**config.mk**
```make
export PLATFORM = sky130hd
export DESIGN_NAME = bcd_stopwatch
export DESIGN_NICKNAME = d
export VERILOG_FILES = /design/src/rtl/bcd_stopwatch.sv
export SDC_FILE = /design/constraint.sdc
export NUM_CORES = 1
export LEC_CHECK = 0
export ABC_AREA = 1
export CORE_ASPECT_RATIO = 1.1
export CORE_UTILIZATION = 55
export DETAILED_ROUTE_END_ITERATION = 6
export PLACE_DENSITY = 0.75
export SLEW_MARGIN = 15
export SYNTH_ARGS = -nofsm -noshare
export SYNTH_HDL_FRONTEND = slang
export SYNTH_SLANG_ARGS = --single-unit
export TNS_END_PERCENT = 30
```
**constraint.sdc**
```tcl
create_clock -name clk -period 2.2 [get_ports clk]
set_clock_uncertainty 0.15 [all_clocks]
set_input_delay 0.33 -clock clk [delete_from_list [all_inputs] [get_ports clk]]
set_output_delay 0.33 -clock clk [all_outputs]
set_load 0.1 [all_outputs]
```
**src/rtl/bcd_stopwatch.sv**
```systemverilog
// Four-digit BCD stopwatch (SS.hh) with start/stop, clear, lap hold and a
// sticky overflow flag; one count tick every DIV clocks while running.
module bcd_stopwatch #(
    parameter int DIV = 120000
) (
    input  logic       clk,
    input  logic       rst_n,
    input  logic       start_stop,
    input  logic       clear,
    input  logic       lap,
    output logic [3:0] bcd0,
    output logic [3:0] bcd1,
    output logic [3:0] bcd2,
    output logic [3:0] bcd3,
    output logic       running,
    output logic       ovf,
    output logic       held
);
    localparam int            PW   = (DIV > 1) ? $clog2(DIV) : 1;
    localparam logic [PW-1:0] PMAX = PW'(DIV - 1);

    typedef enum logic [1:0] {S_IDLE, S_RUN, S_STOP} state_t;

    state_t          r_state, w_state_nxt;
    logic [PW-1:0]   r_presc, w_presc_nxt;
    logic [3:0][3:0] r_cnt, w_cnt_nxt, w_cnt_inc;
    logic [3:0][3:0] r_hold, w_hold_nxt, w_disp;
    logic            r_ovf, w_ovf_nxt;
    logic            r_held, w_held_nxt;
    logic            w_tick, w_sat;

    assign w_tick = (r_state == S_RUN) && (r_presc == PMAX);
    assign w_sat  = (r_cnt == 16'h9999);

    // Ripple BCD increment; only used when the count is below 99.99.
    always_comb begin
        logic c;
        c         = 1'b1;
        w_cnt_inc = r_cnt;
        for (int i = 0; i < 4; i++) begin
            if (c) begin
                if (r_cnt[i] == 4'd9) begin
                    w_cnt_inc[i] = 4'd0;
                end else begin
                    w_cnt_inc[i] = r_cnt[i] + 4'd1;
                    c            = 1'b0;
                end
            end
        end
    end

    always_comb begin
        w_state_nxt = r_state;
        w_presc_nxt = r_presc;
        w_cnt_nxt   = r_cnt;
        w_ovf_nxt   = r_ovf;
        w_held_nxt  = r_held;
        w_hold_nxt  = r_hold;
        if (clear) begin
            w_state_nxt = S_IDLE;
            w_presc_nxt = '0;
            w_cnt_nxt   = '0;
            w_ovf_nxt   = 1'b0;
            w_held_nxt  = 1'b0;
            w_hold_nxt  = '0;
        end else begin
            case (r_state)
                S_IDLE: begin
                    w_presc_nxt = '0;
                    if (start_stop) w_state_nxt = S_RUN;
                end
                S_RUN: begin
                    if (w_tick) begin
                        w_presc_nxt = '0;
                        if (w_sat) begin
                            w_ovf_nxt   = 1'b1;
                            w_state_nxt = S_STOP;
                        end else begin
                            w_cnt_nxt = w_cnt_inc;
                        end
                    end else begin
                        w_presc_nxt = r_presc + PW'(1);
                    end
                    if (start_stop) w_state_nxt = S_STOP;
                end
                S_STOP: begin
                    if (start_stop && !r_ovf) w_state_nxt = S_RUN;
                end
                default: w_state_nxt = S_IDLE;
            endcase
            // Hold captures the post-update count so a lap on a tick edge shows the new value.
            if (lap) begin
                if (r_state == S_RUN) begin
                    w_held_nxt = !r_held;
                    if (!r_held) w_hold_nxt = w_cnt_nxt;
                end else begin
                    w_held_nxt = 1'b0;
                end
            end
        end
    end

    always_ff @(posedge clk or negedge rst_n) begin
        if (!rst_n) begin
            r_state <= S_IDLE;
            r_presc <= '0;
            r_cnt   <= '0;
            r_hold  <= '0;
            r_ovf   <= 1'b0;
            r_held  <= 1'b0;
        end else begin
            r_state <= w_state_nxt;
            r_presc <= w_presc_nxt;
            r_cnt   <= w_cnt_nxt;
            r_hold  <= w_hold_nxt;
            r_ovf   <= w_ovf_nxt;
            r_held  <= w_held_nxt;
        end
    end

    assign w_disp  = r_held ? r_hold : r_cnt;
    assign bcd0    = w_disp[0];
    assign bcd1    = w_disp[1];
    assign bcd2    = w_disp[2];
    assign bcd3    = w_disp[3];
    assign running = (r_state == S_RUN);
    assign ovf     = r_ovf;
    assign held    = r_held;
endmodule

```
==> flow_results.org, run 1 <==
** Detailed routing
- DRC violations left :: 0
- Before antenna repair, the detailed router went through 4 iterations.
- After detailed routing, the average wire length per cell comes to 13.6 um.
- In the routed layout, each cell is associated on average with a via count of between 5 and 6.
- DRT iter0 DRCs :: 212
- Vias after detailed routing :: roughly 3000
- Final wirelength :: a little under 8000 um
- Number of antenna-violating nets in the routed design :: 0

** Global route
- Number of antenna violations at the first check in global routing :: 0
- Global routing consumed, over all layers together, 26.7% of the routing resources.
- Global-route wire length before repair :: 13100 um
- The number of global-route vias before repair is ~3000.
- Entering global routing, the biggest net connects 36 pins.
- After global routing the overflow that remains totals 0.

** Die
- Pin placement for this block handled 24 I/O pins.
- The die is around 83 um tall.
- Site Rows :: 29
- Total die area :: between 6000 and 7000 sq um
- The initial utilization of the core area, before any placement, comes to between 50% and 60%.
- The core region is roughly 5800 sq um.
- The die is approximately 76 um wide.

** Synth
- The mapped netlist covers 3300 sq um.
- Most frequently used flop master after synthesis :: sky130_fd_sc_hd__dfrtp_1
- In this run, synthesis inferred 0 flip-flops with an integrated enable.
- During synthesis, Yosys emitted a total of 0 warnings.
- Synthesized Nets :: 470
- Post-synthesis async set-or-reset flop share :: 100%
- The cell count after synthesis came out at 456.
- The top cell type by area accounts for between 40% and 50% of the synthesized area.
- After synthesis, the cell types taking the most area are sky130_fd_sc_hd__dfrtp_1, sky130_fd_sc_hd__nand2_1, sky130_fd_sc_hd__inv_1.
- Cell taking the most area after synthesis :: sky130_fd_sc_hd__dfrtp_1
- After synthesis, flip-flops and latches occupy 40.2% of the total area.
- Syn_area_per_cell :: 7.24 sq um
- Synthesis instantiated 34 different standard cells from the library.
- Seq cells post-synth :: 53

** Cells and area
- The layout has between 400 and 500 filler cells.
- Final cell count without fillers :: approximately 580
- Fraction of final layout cells sized beyond drive strength 1 :: a little over a fifth
- In the final layout, the multi-input gates occupy between 1500 and 2000 sq um.
- Antenna diodes :: 0
- At the end of the flow the core is filled with cells to roughly 73%.
- Area growth from synthesis to final layout :: 27.1%
- Register area :: around 1300 sq um
- At the end of the flow, the number of nets in the layout was between 500 and 600.

** Clock tree
- Post-CTS setup buffer count :: 0
- Clock tree from TritonCTS :: yes
- The tree is rooted in a sky130_fd_sc_hd__clkbuf_8.
- In this run the number of H-tree levels came out at 2.
- The tree built by TritonCTS fans out to 53 sinks.
- After clock tree synthesis, the clock-pin slew on the worst setup and hold paths is approximately 0.090 ns.
- Worst-case clock buffer depth :: 2
- Clock network latency to the later pin of the worst-skew pair :: 0.30 ns
- Counting the buffers created by CTS gives 5.

** Timing
- Worst Tran Pin Value :: around 0.47 ns
- Number of pins exceeding their max-slew limit in the final report :: 0
- Achievable clock frequency :: 489 MHz
- The worst pin sits at a relative slew slack of between 60% and 70%.
- Setup violations remaining at the end of the flow were counted as 0.
- Post-route fraction of the period consumed by the critical path :: 93.0%
- Final hold violation count :: 0
- Final hold analysis gives a worst-case slack of 0.338 ns.
- Final critical path time including I/O delays and setup :: around 2 ns

** Power
- Total power for the finished layout comes to 2.11 mW.
- VDD sags by at most ~0.45 mV.
- Proportion of power drawn by combinational gates :: between 10% and 20%
- Leakage power :: 2.00 nW
- Summed over all nets, the switching power comes to ~0.62 mW.
- Share of power burned in the clock network :: 32.7%
- Cell internal pwr :: ~1.5 mW
- In this run switching power makes up ~29% of total power.
- Sequential Power Share :: 48.2%
- Dividing total power by cell area gives a power density of 503 nW/um^2.

** Critical path
- Counting cells, the worst reg-to-reg path comes to 11.
- For the worst setup path, the data arrival time is approximately 2.1 ns.
- The worst setup path is captured at a register.
- Critical path launch point type :: register
- At the worst endpoint, the required time is about 2.3 ns.
- In this run the worst path has a maximum fanout of 12.
- Critical path class :: reg2reg

** Placement
- Once placement completed, the tool counted placed cells totaling around 570.
- Port buffer count :: 23
- Post-detail-place hpwl :: 5830 um
- Routability-driven placement finished with a final weighted congestion of about 0.94.

** Flow run
- Max-cap violations in this run came to 0.

** Worst hold path
- The min-delay analysis places its worst path in the category reg2reg.
- Hold path cells :: 2

** Status
- The flow ran to the end, and the final reports show no timing, DRC or antenna violations.
==> state kept, by name (all words and copies together) (netlist names) <==
signal	count
held	1
ovf	1
r_cnt	16
r_hold	16
r_presc	17
r_state	2
==> power by group through the flow <==
stage               Clock (mW)  Combinational [mW]  Sequential [mW]
detailed placement           0               0.402             1.04
finish                   0.690               0.403             1.02
global route             0.738               0.432             1.02
floorplan                    0               0.227             1.04
global placement             0               0.397             1.04
CTS                      0.698               0.406             1.02
==> what timing repair did <==
item	in CTS	in global routing
resized for setup	0	9
setup endpoints to repair	0	20
hold buffers	1	0
hold endpoints to repair	53	0
==> per-layer routing <==
metal / vias up / routed length [um] / global-route usage (%)
li1: 1545 / - / -
met1: 1452 / 3340 / 32.7
met2: 61 / 4060 / 46.4
met3: 13 / 269 / 3.76
met4: 0 / 144 / 9.43
met5: - / 0 / 0
==> path summary, 6_finish.rpt <==
check / from / to / slack, ns
setup / recovery: r_presc[0]$_DFFE_PN0P_ / r_hold[12]$_DFFE_PN0P_ / 0.16
hold / removal: r_hold[1]$_DFFE_PN0P_ / r_hold[1]$_DFFE_PN0P_ / 0.34
setup reg to reg: r_presc[0]$_DFFE_PN0P_ / r_hold[12]$_DFFE_PN0P_ / 0.16
hold reg to reg: r_hold[1]$_DFFE_PN0P_ / r_hold[1]$_DFFE_PN0P_ / 0.34
max in group asynchronous: rst_n / held$_DFFE_PN0P_ / 1.09
min in group asynchronous: rst_n / r_cnt[6]$_DFF_PN0_ / 0.37
==> layout by cell type, fill, tap and decap left out, types with 2 or more instances in the layout <==
cell type / Yosys / routed
sky130_fd_sc_hd__nand3_1: 32 / 31
sky130_fd_sc_hd__o31ai_1: 3 / 3
sky130_fd_sc_hd__xnor2_1: 2 / 2
sky130_fd_sc_hd__nor3_2: 3 / 3
sky130_fd_sc_hd__inv_1: 56 / 55
sky130_fd_sc_hd__o21ai_1: 3 / 3
sky130_fd_sc_hd__nand2_4: 2 / 2
sky130_fd_sc_hd__inv_2: 3 / 4
sky130_fd_sc_hd__nand4_1: 11 / 11
sky130_fd_sc_hd__nor2_4: 6 / 7
sky130_fd_sc_hd__nand3_2: 3 / 3
sky130_fd_sc_hd__nor2_2: 10 / 11
sky130_fd_sc_hd__o21ai_4: 0 / 10
sky130_fd_sc_hd__o21ai_0: 41 / 26
sky130_fd_sc_hd__a21oi_1: 10 / 10
sky130_fd_sc_hd__clkdlybuf4s50_1: 0 / 3
sky130_fd_sc_hd__dfrtp_1: 53 / 52
sky130_fd_sc_hd__clkbuf_8: 0 / 6
sky130_fd_sc_hd__nor2_1: 35 / 33
sky130_fd_sc_hd__ha_1: 9 / 9
sky130_fd_sc_hd__buf_12: 0 / 18
sky130_fd_sc_hd__xor2_1: 4 / 4
sky130_fd_sc_hd__or2_2: 3 / 3
sky130_fd_sc_hd__o21ai_2: 3 / 8
sky130_fd_sc_hd__nor3_1: 8 / 8
sky130_fd_sc_hd__nand2_1: 134 / 134
sky130_fd_sc_hd__buf_4: 0 / 26
==> synthesized netlist by cell type, types with 2 or more instances <==
library cell / number
sky130_fd_sc_hd__or2_2: 3
sky130_fd_sc_hd__inv_1: 56
sky130_fd_sc_hd__o21ai_2: 3
sky130_fd_sc_hd__o31ai_1: 3
sky130_fd_sc_hd__nand2_4: 2
sky130_fd_sc_hd__nand4_1: 11
sky130_fd_sc_hd__xor2_1: 4
sky130_fd_sc_hd__clkbuf_1: 6
sky130_fd_sc_hd__xnor2_1: 2
sky130_fd_sc_hd__a21oi_1: 10
sky130_fd_sc_hd__o21ai_1: 3
sky130_fd_sc_hd__nor2_2: 10
sky130_fd_sc_hd__nor2_4: 6
sky130_fd_sc_hd__nand2_1: 134
sky130_fd_sc_hd__inv_2: 3
sky130_fd_sc_hd__ha_1: 9
sky130_fd_sc_hd__nor2_1: 35
sky130_fd_sc_hd__o21ai_0: 41
sky130_fd_sc_hd__buf_2: 6
sky130_fd_sc_hd__nor3_1: 8
sky130_fd_sc_hd__dfrtp_1: 53
sky130_fd_sc_hd__nor3_2: 3
sky130_fd_sc_hd__nand3_2: 3
sky130_fd_sc_hd__nand3_1: 32
==> critical path, cell delays in order, from the launching register on <==
cell and delay [ns]:
sky130_fd_sc_hd__dfrtp_1 0.41, sky130_fd_sc_hd__ha_1 0.22, sky130_fd_sc_hd__nand2_2 0.08, sky130_fd_sc_hd__nor2_4 0.16, sky130_fd_sc_hd__nand2_4 0.08, sky130_fd_sc_hd__nor2_4 0.19
sky130_fd_sc_hd__nand2_4 0.17, sky130_fd_sc_hd__nor2_2 0.17, sky130_fd_sc_hd__inv_1 0.07, sky130_fd_sc_hd__nand2_1 0.05, sky130_fd_sc_hd__nand3_1 0.09, sky130_fd_sc_hd__o21ai_1 0.14
==> layout make-up <==
| type | instances | share of cell area, % |
|---|---|---|
| Timing Repair Buffer | 49 | 14.3 |
| Tap cell | 77 | 2.29 |
| Multi-Input combinational cell | 329 | 43.5 |
| Inverter | 60 | 5.54 |
| Sequential cell | 53 | 31.6 |
| Clock inverter | 1 | 0.715 |
| Clock buffer | 7 | 2.06 |
==> stage by stage <==
stage / setup WS, ns / instance area, sq um / TNS [ns]
6_report: 0.155 / 4200 / 0
2_1_floorplan: -0.227 / 3440 / -2.20
5_1_grt: -0.0270 / 4200 / -0.0350
3_5_place_dp: 0.0456 / 4040 / 0
4_1_cts: 0.0302 / 4170 / 0
3_3_place_gp: 0.139 / 4040 / 0
==> logic make-up (layout without fill, tap and decap cells) <==
family                   Yosys count  in the layout  share of synthesized area, %
AO/OA/AOI/OAI                     62             62                          10.1
XOR/XNOR                           6              6                          1.59
adder cells (fa/ha/maj)            9              9                          3.41
buffers and inverters             74            117                          9.24
flip-flops                        53             53                          40.2
multiplexers                       1              1                         0.341
AND/OR/NAND/NOR                  251            251                          35.2
Note: power is estimated with default switching activity, not from simulation.
==> inputs of run 2 (changes only) <==
--- a/config.mk
+++ b/config.mk
@@ -8,6 +8,7 @@
 export ABC_AREA = 1
 export CORE_ASPECT_RATIO = 1.1
 export CORE_UTILIZATION = 55
+export CTS_CLUSTER_SIZE = 12
 export DETAILED_ROUTE_END_ITERATION = 6
 export PLACE_DENSITY = 0.75
 export SLEW_MARGIN = 15
==> results of run 2 <==
Same layout as run 1: the final DEF is identical, and so are final timing and power.
==> inputs of run 3 (changes only) <==
--- a/config.mk
+++ b/config.mk
@@ -10,7 +10,8 @@
 export CORE_UTILIZATION = 55
 export CTS_CLUSTER_SIZE = 12
 export DETAILED_ROUTE_END_ITERATION = 6
-export PLACE_DENSITY = 0.75
+export DONT_BUFFER_PORTS = 1
+export PLACE_DENSITY_LB_ADDON = 0.1
 export SLEW_MARGIN = 15
 export SYNTH_ARGS = -nofsm -noshare
 export SYNTH_HDL_FRONTEND = slang
==> flow_results.org, run 3 (synthesis gave the netlist of run 1 again) <==
** Cells and area
- Leading cell type in the layout, fill and taps excluded :: sky130_fd_sc_hd__nand2_1
- The final cell area excluding filler cells came to 4130 sq um (-1.6%).
- Fraction of final layout cells sized beyond drive strength 1 :: 21.1% (-0.51 points)
- The final standard cell count with taps included and fillers excluded was 569 (-1.2%).
- Biggest registers after layout :: r_presc (17), r_cnt (16), r_hold (16)
- Antenna diodes :: 0 (unchanged)
- Register area :: 1330 sq um (unchanged)
- The top cell types in the final layout, fill and taps aside, are sky130_fd_sc_hd__nand2_1, sky130_fd_sc_hd__inv_1, sky130_fd_sc_hd__dfrtp_1.
- The combined area of the multi-input logic cells was 1840 sq um (+0.96%).
- Largest register by flop count :: r_presc
- Compared with the post-synthesis result, the final layout area differs by 25.1%.
- Largest register FFs :: 17 (unchanged)
- The final-layout fill cell count came to 424 (-5.6%).
- Net count, final :: 505 (-1.4%)

** Clock tree
- Worst-case clock buffer depth :: 2 (unchanged)
- The clock buffer count from CTS was 5 (unchanged).
- Clock network latency to the later pin of the worst-skew pair :: 0.30 ns (about the same)
- The clock edge transition at the registers on the reported setup and hold paths came to 0.10 ns (about the same).
- TritonCTS built the clock tree.
- CTS H-tree depth :: 2 (unchanged)
- The count of clock tree sinks is 53 (unchanged).
- Clock tree root buffer cell :: sky130_fd_sc_hd__clkbuf_8

** Timing
- Final critical path time including I/O delays and setup :: 2.06 ns (+0.0147 ns)
- Worst path setup slack after routing :: 0.140 ns (-0.0147 ns)
- Worst rel slew slack :: 58.0% (-11 points)
- The portion of the clock cycle consumed by the worst path in the final layout is 93.6% (+0.67 points).
- The total negative setup slack is 0 ns (unchanged).
- Final hold violation count :: 0 (unchanged)
- The final max-slew violation count is 0 (unchanged).
- The transition at the pin with the smallest max-transition slack is 0.628 ns (+0.160 ns).
- Final number of setup-violating endpoints :: 0 (unchanged)
- Achievable clock frequency :: 486 MHz (-0.71%)

** Placement
- Cell area after placement :: 3920 sq um (-3.0%)
- The worst setup slack after placement is 0.0362 ns (-0.00941 ns).
- Dpl cells :: 553 (-2.5%)
- The count of input and output buffers came to 0 (-100%).
- Weighted congestion reported at the end of routability-driven placement :: 0.902 (-3.9%)
- The half-perimeter wire length after placement is 5720 um (-1.9%).

** Die
- The vertical die dimension is 83.3 um (unchanged).
- The row count is 29 (unchanged).
- The starting utilization of the core area was 57.3% (unchanged).
- The floorplan core area is 5770 sq um (unchanged).
- The number of top-level pins is 24 (unchanged).
- Total die area :: 6320 sq um (unchanged)
- Die Width :: 75.9 um (unchanged)

** Detailed routing
- The detailed-route via count is 3073 (+0.065%).
- The violation count after the first detailed-route iteration was 213 (+0.47%).
- The post-route antenna net violation count is 0 (unchanged).
- Wire per inst :: 14.0 um (+3.1%)
- Vias per std cell :: 5.40 (+1.3%)
- The aggregate routed wire length is 7960 um (+1.9%).
- The number of remaining DRC errors was 0 (unchanged).
- The first-pass detailed-route iteration total was 4 (unchanged).

** Critical path
- The arrival time at the worst endpoint came to 2.11 ns (-0.02 ns).
- Maximum fanout along the worst path :: 16 (+4)
- The critical path is of the reg2reg type.
- Required arrival time at the worst endpoint :: 2.26 ns (-0.03 ns)
- CP endpoint kind :: register
- STA classifies the critical path startpoint as a register.

** Power
- The total power per unit cell area came to 464 nW/um^2 (-7.9%).
- Peak supply drop :: 0.424 mV (-4.7%)
- The leakage power is 1.95 nW (-2.7%).

** Global route
- Vias in the first global route :: 3005 (-0.69%)
- The number of antenna violations at the first check in global routing was 0 (unchanged).
- The residual overflow from global routing was 0 (unchanged).
- Largest net degree at the start of global routing :: 54 (+50%)
- The wire length of the first global-routing pass is 13400 um (+2.5%).
- Total global routing track utilization :: 27.4% (+0.70 points)

** Flow run
- The max-cap violation count came to 0 (unchanged).

** Status
- The flow ran to the end, and the final reports show no timing, DRC or antenna violations.

** Worst hold path
- The worst hold path belongs to the class in2reg.
==> run 3: cell type report <==
| type | count | share of cell area, % |
|---|---|---|
| Clock buffer | 7 | 1.85 |
| Multi-Input combinational cell | 329 | 44.6 |
| Clock inverter | 1 | 0.182 |
| Tap cell | 77 | 2.33 |
| Inverter | 60 | 5.51 |
| Sequential cell | 53 | 32.1 |
| Timing Repair Buffer | 42 | 13.4 |
==> run 3: metrics by stage <==
step                hold WS (ns)  utilization (%)  power (mW)
finish                    0.0600             71.6        1.92
global route              0.0468             71.6        1.99
CTS                       0.0434             70.2        1.92
detailed placement        -0.114             68.0        1.35
global placement          -0.114             68.0        1.35
floorplan                 -0.116                -        1.27
==> run 3: critical path, cell delays in order, from the launching register on <==
cell and delay [ns]:
sky130_fd_sc_hd__dfrtp_1 0.40, sky130_fd_sc_hd__ha_1 0.21, sky130_fd_sc_hd__nand2_2 0.08, sky130_fd_sc_hd__nor2_4 0.16, sky130_fd_sc_hd__nand2_4 0.08, sky130_fd_sc_hd__nor2_4 0.18, sky130_fd_sc_hd__nand2_4 0.12, sky130_fd_sc_hd__inv_4 0.18
sky130_fd_sc_hd__nand3_1 0.11, sky130_fd_sc_hd__nand2_1 0.10, sky130_fd_sc_hd__nor2_2 0.04, sky130_fd_sc_hd__nand2_1 0.09, sky130_fd_sc_hd__nand2_1 0.06
==> run 3: routing by layer <==
layer / wire length, um / global-route usage [%]
met1: 3220 / 32.1
met2: 4250 / 48.8
met3: 371 / 5.34
met4: 109 / 8.42
met5: 0 / 0
==> run 3: worst paths after layout <==
| check | from | to | slack [ns] | cells after the start |
|---|---|---|---|---|
| setup / recovery | r_presc[0]$_DFFE_PN0P_ | r_hold[11]$_DFFE_PN0P_ | 0.14 | 12 |
| hold / removal | clear | r_state[0]$_DFFE_PN0P_ | 0.06 | 3 |
| setup reg to reg | r_presc[0]$_DFFE_PN0P_ | r_hold[11]$_DFFE_PN0P_ | 0.14 | 12 |
| hold reg to reg | r_hold[7]$_DFFE_PN0P_ | r_hold[7]$_DFFE_PN0P_ | 0.33 | 2 |
| max in group asynchronous | rst_n | r_state[0]$_DFFE_PN0P_ | 1.26 | 2 |
| min in group asynchronous | rst_n | r_hold[15]$_DFFE_PN0P_ | 0.38 | 2 |
==> run 3: what timing repair did <==
item                       in CTS  in global routing
hold buffers                    3                  0
hold endpoints to repair       64                  0
setup buffers                   0                  5
setup endpoints to repair       0                 21
gates resized for setup         0                 11
==> run 3: where the power goes <==
group / total (mW) / internal (mW) / switching (mW)
clock network: 0.548 / 0.226 / 0.321
registers: 1.01 / 0.991 / 0.0174
logic: 0.359 / 0.0847 / 0.275
